$ cat src/rtl/uart_rx_fifo.sv
// 8N1 UART receiver with a first-word-fall-through byte FIFO towards the CPU IO block.
// Optional even-parity framing is enabled by defining UART_RX_PARITY_EN.
module uart_rx_fifo #(
    parameter int DIV     = 434,
    parameter int FIFO_AW = 4
) (
    input  logic               clk,
    input  logic               rst_n,
    input  logic               rx,
    output logic [7:0]         rx_data,
    output logic               rx_valid,
    input  logic               rx_ready,
    output logic [FIFO_AW:0]   fifo_count,
    output logic               frame_err,
    output logic               overrun
`ifdef UART_RX_PARITY_EN
    ,
    output logic               parity_err
`endif
);

    localparam logic [15:0]        BAUD_FULL = 16'(DIV - 1);
    localparam logic [15:0]        BAUD_HALF = 16'(DIV / 2 - 1);
    localparam logic [15:0]        BAUD_ONE  = 16'(1);
    localparam logic [FIFO_AW:0]   CNT_ONE   = (FIFO_AW + 1)'(1);
    localparam logic [FIFO_AW:0]   FULL_CNT  = (FIFO_AW + 1)'(1 << FIFO_AW);
    localparam logic [FIFO_AW-1:0] PTR_ONE   = FIFO_AW'(1);

    typedef enum logic [2:0] {
        IDLE,
        START,
        DATA,
`ifdef UART_RX_PARITY_EN
        PARITY,
`endif
        STOP,
        WAIT_IDLE
    } state_t;

    logic        rx_meta, rxs;
    state_t      state, state_next;
    logic [15:0] baud_cnt, baud_next;
    logic [2:0]  bit_cnt, bit_next;
    logic [7:0]  shift_q, shift_next;
    logic        push, fe_set;
`ifdef UART_RX_PARITY_EN
    logic        par_q, par_next, pe_set;
`endif

    always_ff @(posedge clk or negedge rst_n) begin
        if (!rst_n) begin
            rx_meta <= 1'b1;
            rxs     <= 1'b1;
        end else begin
            rx_meta <= rx;
            rxs     <= rx_meta;
        end
    end

    always_ff @(posedge clk or negedge rst_n) begin
        if (!rst_n) begin
            state     <= IDLE;
            baud_cnt  <= '0;
            bit_cnt   <= '0;
            shift_q   <= '0;
            frame_err <= 1'b0;
`ifdef UART_RX_PARITY_EN
            par_q      <= 1'b0;
            parity_err <= 1'b0;
`endif
        end else begin
            state     <= state_next;
            baud_cnt  <= baud_next;
            bit_cnt   <= bit_next;
            shift_q   <= shift_next;
            frame_err <= fe_set;
`ifdef UART_RX_PARITY_EN
            par_q      <= par_next;
            parity_err <= pe_set;
`endif
        end
    end

    always_comb begin
        state_next = state;
        baud_next  = baud_cnt;
        bit_next   = bit_cnt;
        shift_next = shift_q;
        push       = 1'b0;
        fe_set     = 1'b0;
`ifdef UART_RX_PARITY_EN
        par_next   = par_q;
        pe_set     = 1'b0;
`endif
        case (state)
            IDLE: begin
                if (!rxs) begin
                    baud_next  = BAUD_HALF;
                    state_next = START;
                end
            end
            START: begin
                if (baud_cnt == '0) begin
                    if (rxs) begin
                        state_next = IDLE;
                    end else begin
                        baud_next  = BAUD_FULL;
                        bit_next   = '0;
                        state_next = DATA;
                    end
                end else begin
                    baud_next = baud_cnt - BAUD_ONE;
                end
            end
            DATA: begin
                if (baud_cnt == '0) begin
                    shift_next = {rxs, shift_q[7:1]};
                    baud_next  = BAUD_FULL;
                    bit_next   = bit_cnt + 3'd1;
                    if (bit_cnt == 3'd7) begin
`ifdef UART_RX_PARITY_EN
                        state_next = PARITY;
`else
                        state_next = STOP;
`endif
                    end
                end else begin
                    baud_next = baud_cnt - BAUD_ONE;
                end
            end
`ifdef UART_RX_PARITY_EN
            PARITY: begin
                if (baud_cnt == '0) begin
                    par_next   = rxs;
                    baud_next  = BAUD_FULL;
                    state_next = STOP;
                end else begin
                    baud_next = baud_cnt - BAUD_ONE;
                end
            end
`endif
            STOP: begin
                if (baud_cnt == '0) begin
                    // A low stop bit wins over any parity verdict.
                    if (!rxs) begin
                        fe_set     = 1'b1;
                        state_next = WAIT_IDLE;
`ifdef UART_RX_PARITY_EN
                    end else if (^{shift_q, par_q}) begin
                        pe_set     = 1'b1;
                        state_next = IDLE;
`endif
                    end else begin
                        push       = 1'b1;
                        state_next = IDLE;
                    end
                end else begin
                    baud_next = baud_cnt - BAUD_ONE;
                end
            end
            WAIT_IDLE: begin
                if (rxs) state_next = IDLE;
            end
            default: state_next = IDLE;
        endcase
    end

    // FIFO: storage is unreset; occupancy, not pointer equality, tells full from empty.
    logic [7:0]         mem [1 << FIFO_AW];
    logic [FIFO_AW-1:0] wr_ptr, rd_ptr, rd_next;
    logic [FIFO_AW:0]   count_next;
    logic               pop, push_ok, head_is_new;

    assign pop         = rx_valid && rx_ready;
    assign push_ok     = push && ((fifo_count != FULL_CNT) || pop);
    assign rd_next     = pop ? rd_ptr + PTR_ONE : rd_ptr;
    assign head_is_new = (fifo_count == '0) || (pop && (fifo_count == CNT_ONE));

    always_comb begin
        count_next = fifo_count;
        if (push_ok && !pop)      count_next = fifo_count + CNT_ONE;
        else if (!push_ok && pop) count_next = fifo_count - CNT_ONE;
    end

    always_ff @(posedge clk) begin
        if (push_ok) mem[wr_ptr] <= shift_q;
    end

    always_ff @(posedge clk or negedge rst_n) begin
        if (!rst_n) begin
            wr_ptr     <= '0;
            rd_ptr     <= '0;
            fifo_count <= '0;
            rx_valid   <= 1'b0;
            rx_data    <= 8'h00;
            overrun    <= 1'b0;
        end else begin
            if (push_ok) wr_ptr <= wr_ptr + PTR_ONE;
            rd_ptr     <= rd_next;
            fifo_count <= count_next;
            rx_valid   <= (count_next != '0);
            overrun    <= push && !push_ok;
            // Register the head so rx_data is glitch-free; bypass when the new byte becomes the head.
            if (count_next != '0) rx_data <= (push_ok && head_is_new) ? shift_q : mem[rd_next];
        end
    end

endmodule

$ cat config.mk
export PLATFORM = sky130hd
export DESIGN_NAME = uart_rx_fifo
export DESIGN_NICKNAME = d
export VERILOG_FILES = /design/src/rtl/uart_rx_fifo.sv
export SDC_FILE = /design/constraint.sdc
export NUM_CORES = 1
export LEC_CHECK = 0
export ABC_AREA = 1
export ABC_CLOCK_PERIOD_IN_PS = 7550
export CAP_MARGIN = 20
export CORE_ASPECT_RATIO = 1.2
export CORE_MARGIN = 3
export CORE_UTILIZATION = 60
export DETAILED_ROUTE_END_ITERATION = 6
export MAX_ROUTING_LAYER = met4
export PLACE_DENSITY = 0.88
export SETUP_SLACK_MARGIN = 0.3
export SLEW_MARGIN = 40
export SYNTH_ARGS = -nofsm -noshare
export SYNTH_HDL_FRONTEND = slang
export SYNTH_SLANG_ARGS = --single-unit
$ cat constraint.sdc
create_clock -name clk -period 7.55 [get_ports clk]
set_clock_uncertainty 0.2 [all_clocks]
set_input_delay 1.1325 -clock clk [delete_from_list [all_inputs] [get_ports clk]]
set_output_delay 1.1325 -clock clk [all_outputs]
set_load 0.01 [all_outputs]
==> metrics.txt, run 1 <==
Peak Freq 269 MHz; number of DRC markers in iteration 0 694; Worst-Skew Late Latency 0.44 ns; Die X-Extent 114 µm; hold path depth 0; hold-fix buffers at CTS 0; die height 136 µm; Worst Path Max Fanout 59; P&R area growth vs syn 11.4%; Critical Path RT 7.67 ns; Post-synth ARST share 30.4%; Max IR drop VDD 0.000314 V; CTS H-tree depth 4; mapped cell area 8400 µm²; YS warnings 0; Logic pwr share 36.5%; Post-Synthesis Cells 795; Initial Utilization 62.3%; count leader, synth nand2_1; Setup TNS Final 0 ns; sequential-to-total area share from yosys stat 62.5%; Worst R2R End mem[7][2]; fin crit period 3.71 ns; largest net degree at the start of global routing 98; antenna violations before repair 0; top post-synthesis cells by area edfxtp_1 (46%), dfrtp_1 (16%), nand2_1 (5.9%); io pins 20; Clock Power Share 27.7%; Clock Sinks 184; predominant post-synthesis flop cell edfxtp_1; overall routing resource usage 25.9%; PD cells 354 nW/µm²; Worst-Margin Slew 0.834 ns; fin nets 828; deepest clock path buffer count 2; hpwl dp 11,700 µm; share of Yosys cell area claimed by the top area cell type 45.8%; Hold/Removal Path Class register to register; Reg clk slew, reported paths 0.07 ns; hold wc startpoint rx_meta; Final Cycle Share 49.2%; clk root buf clkbuf_16; Detailed Route WL 18,800 µm; first-pass iteration count of the detailed router 5; Leak 4.08 nW; Power Internal 2.01 mW; R2R Setup Slk 4.45 ns; Critical Path Start rx_ready; Layout fillers 926; DRC 0; total grt overflow 0; Hold EP rxs; Synth area leader edfxtp_1; Port Buffers 19; sequential share of power 35.8%; kind of critical path input port to register; Seq cells post-synth 184; Slew Limit Fails 0; Crit path largest cell delay 0.51 ns; ratio of cells with drive above 1 in the final layout 10.8%; sw frac 39.2%; vias in the first global route 5,824; Post-CTS Setup Bufs 0; net switching power figure 1.30 mW; hold slack 0.158 ns; RSZ-0062 raised after global routing false; syn_area_per_cell 10.6 µm²; number of flops mapped to enable cells by yosys 128; number of max-cap violations 0; Max-slew headroom 44.4%; drt via density 6.03; Mapped Nets 812; most instantiated cells after synthesis nand2_1 (133), edfxtp_1 (128), o21ai_0 (92), inv_1 (80), nor2_1 (64); crit start category input port; Yosys cell types 44; slowest CP cell clkdlybuf4s50_1; core area 13,500 µm²; post_cts resized 0; crit path cell chain clkdlybuf4s50_1 -> nand2_4 -> inv_4 -> nand2_2 -> nand2_2 -> buf_4 -> buf_12 -> inv_2 -> o21ai_0 -> nand3_1 -> nand3_1 -> nand2_1 -> nand2_1 -> nand2_1 -> nand2_1 -> nand2_1; first-pass GRT wire length 29,700 µm; Worst Path Arrival 3.84 ns; RR Startpoint baud_cnt[0]; status finished, final reports clean; Post-DRT Antenna Nets 0; critical path endpoint category register; DIE AREA 15,500 µm²; Ant. Diodes 0; Num CTS Buffers 17; R2R cell count 12; routed length per instance 19.0 µm; Final GP Congestion 0.884; Final setup violation count 0; row count 46; CTS tree done; via count 5,986; Most common cell on crit path nand2_1; Final Hold Viols 0
## kinds of logic (layout without fill, tap and decap cells)
kind of cell	count (synthesis)	in the layout	share of synthesized area [%]
buf+inv	115	144	5.57
flops	184	184	62.5
fa+ha+maj	13	13	1.94
compound gates	162	162	10.4
simple gates	303	303	17.6
xor+xnor	18	18	2.06
## power groups by stage
| stage | sequential (mW) | clock, mW | combinational, mW |
|---|---|---|---|
| after floorplan | 1.20 | 0 | 0.838 |
| final | 1.18 | 0.917 | 1.21 |
| after global placement | 1.20 | 0 | 1.11 |
| after CTS | 1.18 | 0.923 | 1.17 |
| after global routing | 1.19 | 0.957 | 1.32 |
| after detailed placement | 1.20 | 0 | 1.15 |
## per-stage QoR
| stage | setup slack, ns | cells | area (µm²) | total power [mW] | util [%] |
|---|---|---|---|---|---|
| global route | 3.65 | 992 | 9350 | 3.46 | 69.4 |
| floorplan | 4.78 | 795 | 8400 | 2.04 | - |
| CTS | 3.64 | 991 | 9330 | 3.28 | 69.3 |
| finish | 3.84 | 992 | 9350 | 3.31 | 69.4 |
| detailed placement | 3.28 | 959 | 8710 | 2.35 | 64.6 |
| global placement | 3.10 | 959 | 8690 | 2.31 | 64.6 |
## per-layer routing
layer	vias up	global-route usage, %	wire length [µm]
met4	0	11.4	614
met2	347	41.5	9520
met5	-	-	0
met3	57	4.83	1540
li1	2744	-	-
met1	2838	32.3	7140
## layout make-up
class	count	area, µm²	share of cell area, %
multi-input combinational	496	2700	28.9
tap	168	210	2.25
sequential	184	5250	56.1
clock buffer	17	425	4.55
timing repair buffer	23	228	2.44
clock inverter	15	199	2.13
inverter	89	338	3.61
## flip-flops by register name, indices dropped and copies added, names as in the netlist
| name | cells |
|---|---|
| frame_err | 1 |
| bit_cnt | 3 |
| rd_ptr | 4 |
| overrun | 1 |
| baud_cnt | 16 |
| rxs | 1 |
| rx_data | 8 |
| rx_meta | 1 |
| rx_valid | 1 |
| shift_q | 8 |
| fifo_count | 5 |
| mem | 128 |
| wr_ptr | 4 |
| state | 3 |
## worst max-delay path by stage
stage / endpoint / depth (start not counted) / slack, ns
after floorplan: mem[11][0] / 6 / 4.78
after global placement: rx_data[0] / 15 / 3.10
after detailed placement: rx_data[1] / 15 / 3.28
after CTS: rx_data[1] / 15 / 3.64
after global routing: rx_data[1] / 16 / 3.65
final: rx_data[1] / 16 / 3.84
## cells in the final DEF (no fill, tap or decap), types with 3 or more instances in the layout
cell	count
a21oi_1	38
a22o_1	3
buf_4	3
clkbuf_16	17
clkdlybuf4s50_1	18
clkinv_8	4
dfrtp_1	54
edfxtp_1	128
ha_1	13
inv_1	79
inv_2	7
inv_8	7
nand2_1	133
nand2_2	13
nand3_1	48
nand3b_1	3
nand4_1	10
nor2_1	64
nor2_2	8
nor2_4	4
nor2_8	4
nor3_1	5
o211ai_1	16
o21ai_0	92
o21ai_1	8
xnor2_1	4
xor2_1	12
## critical path: cells and delay by family
kind / cells / cell delay (ns)
AO/OA/AOI/OAI: 1 / 0.31
buffers and inverters: 5 / 1.51
AND/OR/NAND/NOR: 10 / 0.85
Note: power is estimated with default switching activity, not from simulation.
==> run 2: changes to the inputs <==
--- a/config.mk
+++ b/config.mk
@@ -6,14 +6,14 @@
 export NUM_CORES = 1
 export LEC_CHECK = 0
 export ABC_AREA = 1
-export ABC_CLOCK_PERIOD_IN_PS = 7550
+export ABC_CLOCK_PERIOD_IN_PS = 3200
 export CAP_MARGIN = 20
 export CORE_ASPECT_RATIO = 1.2
 export CORE_MARGIN = 3
-export CORE_UTILIZATION = 60
+export CORE_UTILIZATION = 56
 export DETAILED_ROUTE_END_ITERATION = 6
 export MAX_ROUTING_LAYER = met4
-export PLACE_DENSITY = 0.88
+export PLACE_DENSITY = 0.86
 export SETUP_SLACK_MARGIN = 0.3
 export SLEW_MARGIN = 40
 export SYNTH_ARGS = -nofsm -noshare
==> constraint.sdc (replaced) <==
create_clock -name clk -period 3.2 [get_ports clk]
set_clock_uncertainty 0.2 [all_clocks]
set_input_delay 0.48 -clock clk [delete_from_list [all_inputs] [get_ports clk]]
set_output_delay 0.48 -clock clk [all_outputs]
set_load 0.01 [all_outputs]
==> run 2 against run 1 <==
The flow now finishes with violations (DRC). Total power increased by 130%. Register-to-register slack got worse by 4.0 ns. Critical path depth decreased by 3. Die area increased by 6.8%. Worst hold slack got worse by 0.0012 ns. Sequential power increased by 140%. Via count increased by 1.5%. Highest routed layer unchanged.
==> metrics.txt, run 2 (synthesized netlist as in run 1, its figures left out) <==
status complete, but fails checks; failing checks DRC; Post-CTS Setup Bufs 0 (unchanged); sequential cell area 5250 µm² (unchanged); Ant. Diodes 0 (unchanged); post-place setup slack 0.332 ns (-2.95 ns); drt via density 5.81 (-3.7%); Setup TNS Final 0 ns (unchanged); Clock Sinks 184 (unchanged); Finished Layout Cells 1,046 (+5.4%); Worst-Skew Late Latency 0.44 ns (about the same); Port Buffers 19 (unchanged); largest net degree at the start of global routing 97 (-1.0%); Worst Path Arrival 2.64 ns (-1.20 ns); ratio of cells with drive above 1 in the final layout 12.9% (+2.1 points); clk root buf clkbuf_16; Max IR drop VDD 0.000654 V (+110%); Max-slew headroom 46.5% (+2.1 points); antenna violations before repair 0 (unchanged); Total Power 7.77 mW (+130%); Worst R2R End mem[12][0]; P&R area growth vs syn 13.4%; first-pass iteration count of the detailed router 7 (+2); Leak 4.16 nW (+2.1%); Worst-Margin Slew 0.802 ns (-0.0318 ns); R2R cell count 13 (+1); io pins 20 (unchanged); commonest cells after routing, fill and taps aside nand2_1 (133), edfxtp_1 (128), o21ai_0 (92), inv_1 (80), nor2_1 (63); PD cells 816 nW/µm² (+130%); Multi-input gate area 2700 µm² (-0.14%); row count 48 (+4.3%); number of max-cap violations 0 (unchanged); Final Cycle Share 84.4%; Slew Limit Fails 0 (unchanged); DRC 20 (+20); crit start category register; fin util 65.5% (-3.9 points); placed insts 1,013 (+5.6%); number of DRC markers in iteration 0 852 (+23%); Detailed Route WL 19,100 µm (+1.5%); fin crit period 2.70 ns; R2R Setup Slk 0.50 ns (-3.95 ns); max FFs per register 128 (unchanged); critical path endpoint category register; deepest clock path buffer count 2 (unchanged); Final GP Congestion 0.883 (-0.14%); CTS tree done; most common library cell in the layout ignoring fill and taps nand2_1; Hold EP rxs; Worst Path Max Fanout 9 (-85%); Reg clk slew, reported paths 0.07 ns (about the same); hpwl dp 12,000 µm (+2.6%); Final Hold Viols 0 (unchanged); Peak Freq 370 MHz; Largest Register mem; Num CTS Buffers 17 (unchanged); RR Startpoint baud_cnt[0]; Regs by FF count mem x128, baud_cnt x16; Hold/Removal Path Class register to register; die height 140 µm (+3.4%); vias in the first global route 5,774 (-0.86%); Critical Path RT 3.13 ns (-4.54 ns); Initial Utilization 57.8% (-4.6 points); hold slack 0.157 ns (-0.00121 ns); first-pass GRT wire length 30,800 µm (+3.9%); Die X-Extent 118 µm (+3.3%); overall routing resource usage 24.8% (-1.1 points); final instance area 9520 µm² (+1.8%); PnR worst setup slack 0.499 ns (-3.34 ns); DP Area 8940 µm² (+2.7%); total grt overflow 0 (unchanged); core area 14,500 µm² (+7.9%); RSZ-0062 raised after global routing false; DIE AREA 16,500 µm² (+6.8%); CTS H-tree depth 4 (unchanged); Layout fillers 1,040 (+12%); hold wc startpoint rx_meta; kind of critical path register to register; Final setup violation count 0 (unchanged); fin nets 850 (+2.7%); Post-DRT Antenna Nets 0 (unchanged); hold path depth 0 (unchanged); routed length per instance 18.2 µm (-3.8%); via count 6,077 (+1.5%)
[run 2: cell type report]
class                           count  share of cell area (%)
Tap cell                          200                    2.63
Multi-Input combinational cell    496                    28.3
Clock inverter                     14                    1.46
Timing Repair Buffer               45                    4.41
Sequential cell                   184                    55.1
Clock buffer                       18                    4.51
Inverter                           89                    3.55
[run 2: how the worst max path moves through the flow]
stage	from	endpoint	slack, ns	cells after the start
after floorplan	baud_cnt[0]	mem[11][0]	0.75	12
after global placement	rx_ready	rx_data[6]	0.40	16
after detailed placement	rx_ready	rx_data[6]	0.33	14
after CTS	baud_cnt[0]	mem[9][7]	0.38	13
after global routing	baud_cnt[0]	mem[3][1]	0.32	13
final	baud_cnt[0]	mem[12][0]	0.50	13
[run 2: critical path, stage by stage (launching register included)]
cell and delay, ns:
dfrtp_1 0.38, inv_1 0.15, ha_1 0.24, nand3b_1 0.10, nor2_1 0.12, nand2_2 0.10, inv_2 0.08, nand2_2 0.08
nor2_2 0.16, inv_2 0.09, nor2_8 0.16, nand2_1 0.17, nor2_1 0.15, buf_4 0.22
[run 2: where the power goes]
part           leakage [nW]  internal, mW  switching [mW]  total (mW)
combinational          1.70          1.02            1.96        2.98
clock                 0.264          1.09           0.911        2.00
sequential             2.20          2.65           0.141        2.79
total                  4.16          4.76            3.01        7.77
[run 2: what timing repair did]
| action | CTS | global route |
|---|---|---|
| endpoints found under the hold margin | 20 | 0 |
| endpoints found under the setup margin | 0 | 6 |
| hold buffers | 1 | 0 |
| resized for setup | 0 | 2 |
[run 2: routing by layer]
metal  routed length (µm)  track usage (%)
met5                    0                -
met4                  732             10.2
met1                 7230             30.5
met2                 9500             40.6
met3                 1620             5.01
